File: config.mk
export PLATFORM = sky130hd
export DESIGN_NAME = crc16_share_arbiter
export DESIGN_NICKNAME = d
export VERILOG_FILES = /design/src/rtl/crc16_share_arbiter.sv
export SDC_FILE = /design/constraint.sdc
export NUM_CORES = 1
export LEC_CHECK = 0
export ABC_AREA = 1
export BUFFER_PORTS_ARGS = -buffer_cell sky130_fd_sc_hd__buf_2
export CORE_MARGIN = 10
export CORE_UTILIZATION = 45
export DETAILED_ROUTE_END_ITERATION = 10
export PLACE_DENSITY_LB_ADDON = 0.2
export SYNTH_ARGS = -nofsm -noshare
export SYNTH_HDL_FRONTEND = slang
export SYNTH_SLANG_ARGS = --single-unit
File: constraint.sdc
create_clock -name clk -period 2.05 [get_ports clk]
set_input_delay 0.1025 -clock clk [delete_from_list [all_inputs] [get_ports clk]]
set_output_delay 0.1025 -clock clk [all_outputs]
set_load 0.02 [all_outputs]
File: src/rtl/crc16_share_arbiter.sv
// -----------------------------------------------------------------------------
// crc16_share_arbiter
//
// Shares one CRC16 check engine between a TX requester and an RX requester.
// Each requester presents 32-bit words with a valid/ready handshake. The
// arbiter grants one requester per frame and alternates when both want the
// engine. It sends a frame-sync pulse with the per-path LFSR seed, then
// streams the accepted words to the engine. It waits for the engine's check
// strobe and reports the result. Idle gap cycles separate frames.
//
// Ports
//   clk                  single clock, rising edge
//   RstN                 asynchronous active-low reset (release synchronised)
//   TxVld/TxLast/TxDin   TX requester word, valid, last-of-frame
//   TxRdy                TX word accepted when TxVld & TxRdy
//   RxVld/RxLast/RxDin   RX requester, same rules as TX
//   RxRdy                RX word accepted when RxVld & RxRdy
//   EngSyncIn            engine frame sync (one cycle)
//   EngFlagTR            1 = TX check, 0 = RX check
//   EngRegIni            engine LFSR seed
//   EngDinNd/EngDinLast  engine word valid / last word
//   EngDin/EngDinKeep    engine word / byte keep (F, C on last word)
//   EngCheckSync/CRC     engine result strobe / CRC good
//   GntTx/Busy           current grant is TX / frame in flight
//   RxResVld/RxResOk     RX result strobe / RX CRC good
//   TxDone               TX frame done strobe
//   FrmLen               accepted word count of the last completed frame
//   ErrUnderrun/ErrLen/ErrTmo  sticky error flags, cleared only by reset
// -----------------------------------------------------------------------------
module crc16_share_arbiter #(
    parameter logic [15:0] TX_INI    = 16'hFFFF,
    parameter logic [15:0] RX_INI    = 16'hFFFF,
    parameter int unsigned MAX_WORDS = 256,
    parameter int unsigned CHK_TMO   = 8,
    parameter int unsigned GAP       = 2
) (
    input  logic        clk,
    input  logic        RstN,
    input  logic        TxVld,
    input  logic        TxLast,
    input  logic [31:0] TxDin,
    output logic        TxRdy,
    input  logic        RxVld,
    input  logic        RxLast,
    input  logic [31:0] RxDin,
    output logic        RxRdy,
    output logic        EngSyncIn,
    output logic        EngFlagTR,
    output logic [15:0] EngRegIni,
    output logic        EngDinNd,
    output logic        EngDinLast,
    output logic [31:0] EngDin,
    output logic [3:0]  EngDinKeep,
    input  logic        EngCheckSync,
    input  logic        EngCheckCRC,
    output logic        GntTx,
    output logic        Busy,
    output logic        RxResVld,
    output logic        RxResOk,
    output logic        TxDone,
    output logic [15:0] FrmLen,
    output logic        ErrUnderrun,
    output logic        ErrLen,
    output logic        ErrTmo
);

    localparam logic [15:0] MAX_W     = 16'(MAX_WORDS);
    localparam logic [15:0] TMO_LAST  = 16'(CHK_TMO - 1);
    localparam logic [3:0]  GAP_LAST  = 4'(GAP - 1);
    localparam logic [3:0]  KEEP_FULL = 4'hF;
    localparam logic [3:0]  KEEP_LAST = 4'hC;

    typedef enum logic [2:0] {
        ST_IDLE   = 3'd0,
        ST_SYNC   = 3'd1,
        ST_DATA   = 3'd2,
        ST_DRAIN  = 3'd3,
        ST_RESULT = 3'd4,
        ST_GAP    = 3'd5
    } state_t;

    // Byte keep for an engine word: the last word carries only the two CRC
    // bytes in its upper half.
    function automatic logic [3:0] word_keep(input logic is_last);
        return is_last ? KEEP_LAST : KEEP_FULL;
    endfunction

    logic [1:0]  rst_sync_q;
    logic        run;

    state_t      state_q, state_d;
    logic        gnt_tx_q, gnt_tx_d;
    logic        tx_rdy_q, tx_rdy_d;
    logic        rx_rdy_q, rx_rdy_d;
    logic        eng_sync_in_q, eng_sync_in_d;
    logic        eng_flag_tr_q, eng_flag_tr_d;
    logic [15:0] eng_reg_ini_q, eng_reg_ini_d;
    logic        eng_din_nd_q, eng_din_nd_d;
    logic        eng_din_last_q, eng_din_last_d;
    logic [31:0] eng_din_q, eng_din_d;
    logic [3:0]  eng_din_keep_q, eng_din_keep_d;
    logic        busy_q, busy_d;
    logic        rx_res_vld_q, rx_res_vld_d;
    logic        rx_res_ok_q, rx_res_ok_d;
    logic        tx_done_q, tx_done_d;
    logic [15:0] frm_len_q, frm_len_d;
    logic        err_underrun_q, err_underrun_d;
    logic        err_len_q, err_len_d;
    logic        err_tmo_q, err_tmo_d;
    logic [15:0] word_cnt_q, word_cnt_d;
    logic [15:0] tmo_cnt_q, tmo_cnt_d;
    logic [3:0]  gap_cnt_q, gap_cnt_d;

    // Granted-requester view and per-word decode.
    logic        g_vld;
    logic        g_last;
    logic [31:0] g_din;
    logic        g_rdy;
    logic        hs;
    logic [15:0] word_inc;
    logic        force_last;
    logic        word_last;
    logic        pick_tx;
    logic        res_take;
    logic        res_ok;

    assign run        = rst_sync_q[1];
    assign g_vld      = gnt_tx_q ? TxVld  : RxVld;
    assign g_last     = gnt_tx_q ? TxLast : RxLast;
    assign g_din      = gnt_tx_q ? TxDin  : RxDin;
    assign g_rdy      = gnt_tx_q ? tx_rdy_q : rx_rdy_q;
    assign hs         = g_vld & g_rdy;
    assign word_inc   = word_cnt_q + 16'd1;
    assign force_last = (word_inc == MAX_W);
    assign word_last  = g_last | force_last;

    // Reset release synchroniser: assertion is asynchronous, while release
    // takes two clocks to reach the FSM enable.
    always_ff @(posedge clk or negedge RstN) begin
        if (!RstN) begin
            rst_sync_q <= 2'b00;
        end else begin
            rst_sync_q <= {rst_sync_q[0], 1'b1};
        end
    end

    // Next-state and next-output logic. Outputs are computed for the state
    // being entered, so every output is a flop.
    always_comb begin
        state_d        = state_q;
        gnt_tx_d       = gnt_tx_q;
        tx_rdy_d       = tx_rdy_q;
        rx_rdy_d       = rx_rdy_q;
        eng_sync_in_d  = 1'b0;
        eng_flag_tr_d  = eng_flag_tr_q;
        eng_reg_ini_d  = eng_reg_ini_q;
        eng_din_nd_d   = 1'b0;
        eng_din_last_d = 1'b0;
        eng_din_d      = 32'h0000_0000;
        eng_din_keep_d = 4'h0;
        busy_d         = busy_q;
        rx_res_vld_d   = 1'b0;
        rx_res_ok_d    = rx_res_ok_q;
        tx_done_d      = 1'b0;
        frm_len_d      = frm_len_q;
        err_underrun_d = err_underrun_q;
        err_len_d      = err_len_q;
        err_tmo_d      = err_tmo_q;
        word_cnt_d     = word_cnt_q;
        tmo_cnt_d      = tmo_cnt_q;
        gap_cnt_d      = gap_cnt_q;
        pick_tx        = 1'b0;
        res_take       = 1'b0;
        res_ok         = 1'b0;

        case (state_q)
            ST_IDLE: begin
                tx_rdy_d = 1'b0;
                rx_rdy_d = 1'b0;
                // With both requesters pending, the one not granted last
                // wins. gnt_tx_q resets to 0, so TX wins first.
                pick_tx = TxVld & (~RxVld | ~gnt_tx_q);
                if (run && (TxVld || RxVld)) begin
                    gnt_tx_d      = pick_tx;
                    eng_sync_in_d = 1'b1;
                    eng_flag_tr_d = pick_tx;
                    eng_reg_ini_d = pick_tx ? TX_INI : RX_INI;
                    busy_d        = 1'b1;
                    state_d       = ST_SYNC;
                end else begin
                    state_d = ST_IDLE;
                end
            end

            ST_SYNC: begin
                word_cnt_d = 16'd0;
                tx_rdy_d   = gnt_tx_q;
                rx_rdy_d   = ~gnt_tx_q;
                state_d    = ST_DATA;
            end

            ST_DATA: begin
                if (hs) begin
                    eng_din_nd_d   = 1'b1;
                    eng_din_d      = g_din;
                    eng_din_last_d = word_last;
                    eng_din_keep_d = word_keep(word_last);
                    word_cnt_d     = word_inc;
                    // The counter cap ends the frame even without Last.
                    // The words the requester still holds stay unconsumed.
                    err_len_d      = err_len_q | (force_last & ~g_last);
                    if (word_last) begin
                        tx_rdy_d  = 1'b0;
                        rx_rdy_d  = 1'b0;
                        tmo_cnt_d = 16'd0;
                        state_d   = ST_DRAIN;
                    end else begin
                        state_d = ST_DATA;
                    end
                end else if (word_cnt_q != 16'd0) begin
                    // The requester stalled mid-frame. The engine has no
                    // backpressure, so the frame ends here. The engine sees
                    // the end as EngDinNd falling.
                    err_underrun_d = 1'b1;
                    tx_rdy_d       = 1'b0;
                    rx_rdy_d       = 1'b0;
                    tmo_cnt_d      = 16'd0;
                    state_d        = ST_DRAIN;
                end else begin
                    // No word has been accepted yet, so the wait is harmless.
                    state_d = ST_DATA;
                end
            end

            ST_DRAIN: begin
                if (EngCheckSync) begin
                    res_take = 1'b1;
                    res_ok   = EngCheckCRC;
                end else if (tmo_cnt_q >= TMO_LAST) begin
                    res_take  = 1'b1;
                    res_ok    = 1'b0;
                    err_tmo_d = 1'b1;
                end else begin
                    tmo_cnt_d = tmo_cnt_q + 16'd1;
                end
                if (res_take) begin
                    rx_res_vld_d = ~gnt_tx_q;
                    tx_done_d    = gnt_tx_q;
                    rx_res_ok_d  = gnt_tx_q ? rx_res_ok_q : res_ok;
                    frm_len_d    = word_cnt_q;
                    state_d      = ST_RESULT;
                end else begin
                    state_d = ST_DRAIN;
                end
            end

            ST_RESULT: begin
                gap_cnt_d = 4'd0;
                // Busy drops on the final gap cycle. With a single gap cycle,
                // that is the first one.
                busy_d    = (GAP_LAST != 4'd0);
                state_d   = ST_GAP;
            end

            ST_GAP: begin
                if (gap_cnt_q >= GAP_LAST) begin
                    busy_d  = 1'b0;
                    state_d = ST_IDLE;
                end else begin
                    gap_cnt_d = gap_cnt_q + 4'd1;
                    busy_d    = ((gap_cnt_q + 4'd1) != GAP_LAST);
                    state_d   = ST_GAP;
                end
            end

            default: begin
                tx_rdy_d = 1'b0;
                rx_rdy_d = 1'b0;
                busy_d   = 1'b0;
                state_d  = ST_IDLE;
            end
        endcase
    end

    // Single state/output register bank. Reset abandons any frame in flight
    // and clears every output, including the sticky error flags.
    always_ff @(posedge clk or negedge RstN) begin
        if (!RstN) begin
            state_q        <= ST_IDLE;
            gnt_tx_q       <= 1'b0;
            tx_rdy_q       <= 1'b0;
            rx_rdy_q       <= 1'b0;
            eng_sync_in_q  <= 1'b0;
            eng_flag_tr_q  <= 1'b0;
            eng_reg_ini_q  <= 16'h0000;
            eng_din_nd_q   <= 1'b0;
            eng_din_last_q <= 1'b0;
            eng_din_q      <= 32'h0000_0000;
            eng_din_keep_q <= 4'h0;
            busy_q         <= 1'b0;
            rx_res_vld_q   <= 1'b0;
            rx_res_ok_q    <= 1'b0;
            tx_done_q      <= 1'b0;
            frm_len_q      <= 16'h0000;
            err_underrun_q <= 1'b0;
            err_len_q      <= 1'b0;
            err_tmo_q      <= 1'b0;
            word_cnt_q     <= 16'h0000;
            tmo_cnt_q      <= 16'h0000;
            gap_cnt_q      <= 4'h0;
        end else begin
            state_q        <= state_d;
            gnt_tx_q       <= gnt_tx_d;
            tx_rdy_q       <= tx_rdy_d;
            rx_rdy_q       <= rx_rdy_d;
            eng_sync_in_q  <= eng_sync_in_d;
            eng_flag_tr_q  <= eng_flag_tr_d;
            eng_reg_ini_q  <= eng_reg_ini_d;
            eng_din_nd_q   <= eng_din_nd_d;
            eng_din_last_q <= eng_din_last_d;
            eng_din_q      <= eng_din_d;
            eng_din_keep_q <= eng_din_keep_d;
            busy_q         <= busy_d;
            rx_res_vld_q   <= rx_res_vld_d;
            rx_res_ok_q    <= rx_res_ok_d;
            tx_done_q      <= tx_done_d;
            frm_len_q      <= frm_len_d;
            err_underrun_q <= err_underrun_d;
            err_len_q      <= err_len_d;
            err_tmo_q      <= err_tmo_d;
            word_cnt_q     <= word_cnt_d;
            tmo_cnt_q      <= tmo_cnt_d;
            gap_cnt_q      <= gap_cnt_d;
        end
    end

    assign TxRdy       = tx_rdy_q;
    assign RxRdy       = rx_rdy_q;
    assign EngSyncIn   = eng_sync_in_q;
    assign EngFlagTR   = eng_flag_tr_q;
    assign EngRegIni   = eng_reg_ini_q;
    assign EngDinNd    = eng_din_nd_q;
    assign EngDinLast  = eng_din_last_q;
    assign EngDin      = eng_din_q;
    assign EngDinKeep  = eng_din_keep_q;
    assign GntTx       = gnt_tx_q;
    assign Busy        = busy_q;
    assign RxResVld    = rx_res_vld_q;
    assign RxResOk     = rx_res_ok_q;
    assign TxDone      = tx_done_q;
    assign FrmLen      = frm_len_q;
    assign ErrUnderrun = err_underrun_q;
    assign ErrLen      = err_len_q;
    assign ErrTmo      = err_tmo_q;

endmodule
==> Implementation_results.wiki <==
{| class="wikitable"
! Metric !! Value
|-
| Clock buffer count from CTS || 9
|-
| Power per standard cell area || 896 nW/um^2
|-
| Antenna-violating nets left || 0
|-
| Area contributors post-synth || sky130_fd_sc_hd__dfrtp_1, sky130_fd_sc_hd__nand2_1, sky130_fd_sc_hd__a21oi_1
|-
| Fraction of synthesis flops using an asynchronous set or reset pin || 100%
|-
| Full die area || 14900 um^2
|-
| Row count || 37
|-
| Core box area || 10200 um^2
|-
| IO Port Bufs || 153
|-
| Vertical die dimension || 122 um
|-
| Final Max Tran Viols || 0
|-
| Peak ir drop on the vdd network || 0.638 mV
|-
| DRC violation total after the first TritonRoute iteration || 337
|-
| FF-to-FF Start || word_cnt_q[1]
|-
| Crit path launch type || flip-flop
|-
| Unrepaired setup endpoints after global routing || yes
|-
| Most used flip-flop cell after synthesis || sky130_fd_sc_hd__dfrtp_1
|-
| Ratio of cells with drive above 1 in the final layout || 30.4%
|-
| Synth Register Bits || 104
|-
| Count of yosys warnings during synthesis || 0
|-
| Width of the die || 122 um
|-
| Mean routed wirelength per cell || 16.0 um
|-
| Placed standard-cell area || 5610 um^2
|-
| Via count of the first global-routing pass || 4622
|-
| Transition time of the tightest slew-check pin || 0.504 ns
|-
| Commonest cells post-synth || sky130_fd_sc_hd__nand2_1, sky130_fd_sc_hd__dfrtp_1, sky130_fd_sc_hd__inv_1, sky130_fd_sc_hd__a21oi_1, sky130_fd_sc_hd__o21ai_0
|-
| Path depth of the worst reg2reg path || 14
|-
| Global-route wire length before repair || 22.9 mm
|-
| Number of remaining DRC errors || 0
|-
| Worst Path Class, Setup || flip-flop to flip-flop
|-
| Most common cell in the netlist || sky130_fd_sc_hd__nand2_1
|-
| Data arrival time of the critical path || 2.31 ns
|-
| Capturing element of the worst setup path || tmo_cnt_q[10]
|-
| Total power after layout || 5.98 mW
|-
| Synth area leader || sky130_fd_sc_hd__dfrtp_1
|-
| Min Tclk post-route || 2.03 ns
|-
| Maximum clock frequency || 492 MHz
|-
| Number of clock sinks seen by CTS || 104
|-
| FF-to-FF End || tmo_cnt_q[10]
|-
| Pin count of the biggest net entering global routing || 47
|-
| Synthesized area per cell || 8.56 um^2
|-
| CTS tree || done
|-
| Rel. slew slack || 66.4%
|-
| Maximum net fanout on the critical path || 8
|-
| Hold crit path type || input pin to flip-flop
|-
| Syn Inst Count || 546
|-
| Total detailed-routing wirelength || 14.7 mm
|-
| Post-synth net total || 625
|-
| H-tree level count || 3
|-
| Area growth from synthesis to layout || 42.8%
|-
| Number of enable-type register cells in the synthesized netlist || 0
|-
| Reg2reg setup slack || 0.02 ns
|-
| Critical path capture point type || flip-flop
|-
| Initial cell density of the core || 45.7%
|-
| Combined global-route utilization of all metal layers || 19.3%
|-
| CTS max path bufs || 2
|-
| Post-synthesis cell type count || 33
|-
| CTS root buf || sky130_fd_sc_hd__clkbuf_8
|-
| Sequential fraction of the synthesis area || 55.7%
|-
| Critical path startpoint || word_cnt_q[1]
|-
| Final setup TNS || 0 ns
|-
| Final setup viols || 0
|-
| Outcome || completed
|-
| Clk_lat worst skew || 0.38 ns
|-
| Post-synthesis instance area || 4680 um^2
|-
| Final RePlAce weighted congestion || 0.901
|-
| Number of nets in the finished design || 851
|-
| Number of antenna violations at the first check in global routing || 3
|-
| Worst Path Required || 2.32 ns
|-
| First-pass DRT Iterations || 5
|-
| MaxCap Viol Count || 0
|-
| Share of the cycle needed by the critical path after routing || 99.2%
|-
| Lkg Pwr || 3.55 nW
|-
| Worst-path clk slew || 0.10 ns
|-
| Detailed placement HPWL || 9.59 mm
|-
| Routed vias || 4603
|-
| Leftover overflow at the end of global routing || 0
|-
| Boundary Pins || 154
|-
| Routed vias/inst || 4.99
|-
| Number of hold violations in the final report || 0
|-
| Area share of the largest cell type after synthesis || 55.7%
|-
| Area of all placed cells without fillers || 6680 um^2
|-
| Largest clock skew in the final design || 0.0152 ns
|}
kinds of logic after synthesis:
logic type / after synthesis / synth area share, %
AND/OR/NAND/NOR: 257 / 23.3
flip-flops: 104 / 55.7
buffers and inverters: 88 / 8.78
AO/OA/AOI/OAI: 85 / 9.61
adder cells (fa/ha/maj): 7 / 1.87
XOR/XNOR: 4 / 0.749
other: 1 / 0.0802
layout by cell type (no fill, tap or decap), types with 2 or more instances in the layout:
| master | n |
|---|---|
| sky130_fd_sc_hd__dfrtp_1 | 102 |
| sky130_fd_sc_hd__o21ai_0 | 34 |
| sky130_fd_sc_hd__nand3_2 | 2 |
| sky130_fd_sc_hd__xor2_1 | 2 |
| sky130_fd_sc_hd__nor2_1 | 27 |
| sky130_fd_sc_hd__o22ai_1 | 6 |
| sky130_fd_sc_hd__buf_4 | 29 |
| sky130_fd_sc_hd__dlygate4sd3_1 | 66 |
| sky130_fd_sc_hd__clkinv_1 | 2 |
| sky130_fd_sc_hd__diode_2 | 10 |
| sky130_fd_sc_hd__nand4_1 | 11 |
| sky130_fd_sc_hd__inv_2 | 3 |
| sky130_fd_sc_hd__xnor2_1 | 2 |
| sky130_fd_sc_hd__a21oi_1 | 39 |
| sky130_fd_sc_hd__nor4_1 | 7 |
| sky130_fd_sc_hd__nand2_2 | 8 |
| sky130_fd_sc_hd__buf_12 | 2 |
| sky130_fd_sc_hd__dfrtp_2 | 2 |
| sky130_fd_sc_hd__nand2_1 | 174 |
| sky130_fd_sc_hd__inv_1 | 47 |
| sky130_fd_sc_hd__nand3_4 | 3 |
| sky130_fd_sc_hd__a31o_2 | 2 |
| sky130_fd_sc_hd__clkbuf_8 | 11 |
| sky130_fd_sc_hd__bufinv_16 | 2 |
| sky130_fd_sc_hd__nor2_4 | 4 |
| sky130_fd_sc_hd__clkinv_2 | 2 |
| sky130_fd_sc_hd__ha_1 | 6 |
| sky130_fd_sc_hd__buf_2 | 152 |
| sky130_fd_sc_hd__nor2_2 | 8 |
| sky130_fd_sc_hd__nand3_1 | 10 |
power breakdown:
group	internal (mW)	switching, mW
sequential	2.27	0.163
combinational	0.738	1.36
clock	0.753	0.698
total	3.76	2.22
critical path: stages, from the launching register on:
cell and delay (ns):
sky130_fd_sc_hd__dfrtp_1 0.45, sky130_fd_sc_hd__ha_4 0.18, sky130_fd_sc_hd__nand3_4 0.09, sky130_fd_sc_hd__nor2_4 0.17, sky130_fd_sc_hd__nand2_2 0.09, sky130_fd_sc_hd__nand2_1 0.07, sky130_fd_sc_hd__nand2_1 0.06, sky130_fd_sc_hd__nor2_1 0.10
sky130_fd_sc_hd__nand2_1 0.09, sky130_fd_sc_hd__nor2_2 0.12, sky130_fd_sc_hd__nand2_2 0.09, sky130_fd_sc_hd__nand2_4 0.14, sky130_fd_sc_hd__nand3_4 0.15, sky130_fd_sc_hd__nand2_2 0.11, sky130_fd_sc_hd__inv_2 0.03
routing by layer:
metal / routed length, um / up-vias / global-route usage [%]
li1: - / 2186 / -
met1: 5470 / 2181 / 20.8
met2: 7560 / 179 / 32.0
met3: 999 / 57 / 6.61
met4: 719 / 0 / 12.4
met5: 0 / - / 0
registers in the layout (all words and copies together) (netlist names), 2 cells and up:
signal and flops:
rst_sync_q 2, gap_cnt_q 4, state_q 3, FrmLen 16
EngDinKeep 2, EngDin 32, tmo_cnt_q 16, word_cnt_q 16
cell type report:
class / count / area (um^2)
repair buffers: 250 / 1690
clock inverters: 5 / 78.8
well taps: 136 / 170
clock buffers: 11 / 151
diodes: 10 / 25.0
inverters: 52 / 195
flip-flops and latches: 104 / 2610
multi-input cells: 355 / 1760
fillers: 839 / 3550
metrics by stage:
stage | utilization (%) | setup slack (ns) | cells | hold WS (ns)
finish | 65.3 | 0.0174 | 923 | 0.0902
global route | 65.1 | -0.183 | 916 | 0.0590
CTS | 63.9 | 0.00682 | 907 | 0.00258
detailed placement | 54.8 | -0.0792 | 824 | 0.102
global placement | 54.8 | 0.0391 | 824 | 0.0960
floorplan | - | 0.157 | 546 | -0.193
what timing repair did:
item | in CTS | in global routing
setup buffers | 0 | 6
pin swaps | 0 | 7
setup endpoints to repair | 17 | 33
gates resized for setup | 5 | 22
hold buffers | 66 | 0
cloned | 1 | 0
endpoints found under the hold margin | 69 | 0
worst min-delay path by stage:
stage,from,endpoint,slack (ns),depth (start not counted)
floorplan,RstN,Busy,-0.19,0
global placement,RstN,rst_sync_q[1],0.1,1
detailed placement,RstN,rst_sync_q[0],0.10,1
CTS,TxDin[1],EngDin[1],0.003,3
global route,TxDin[1],EngDin[1],0.06,3
finish,TxDin[1],EngDin[1],0.09,3
(Power assumes the default switching activity.)
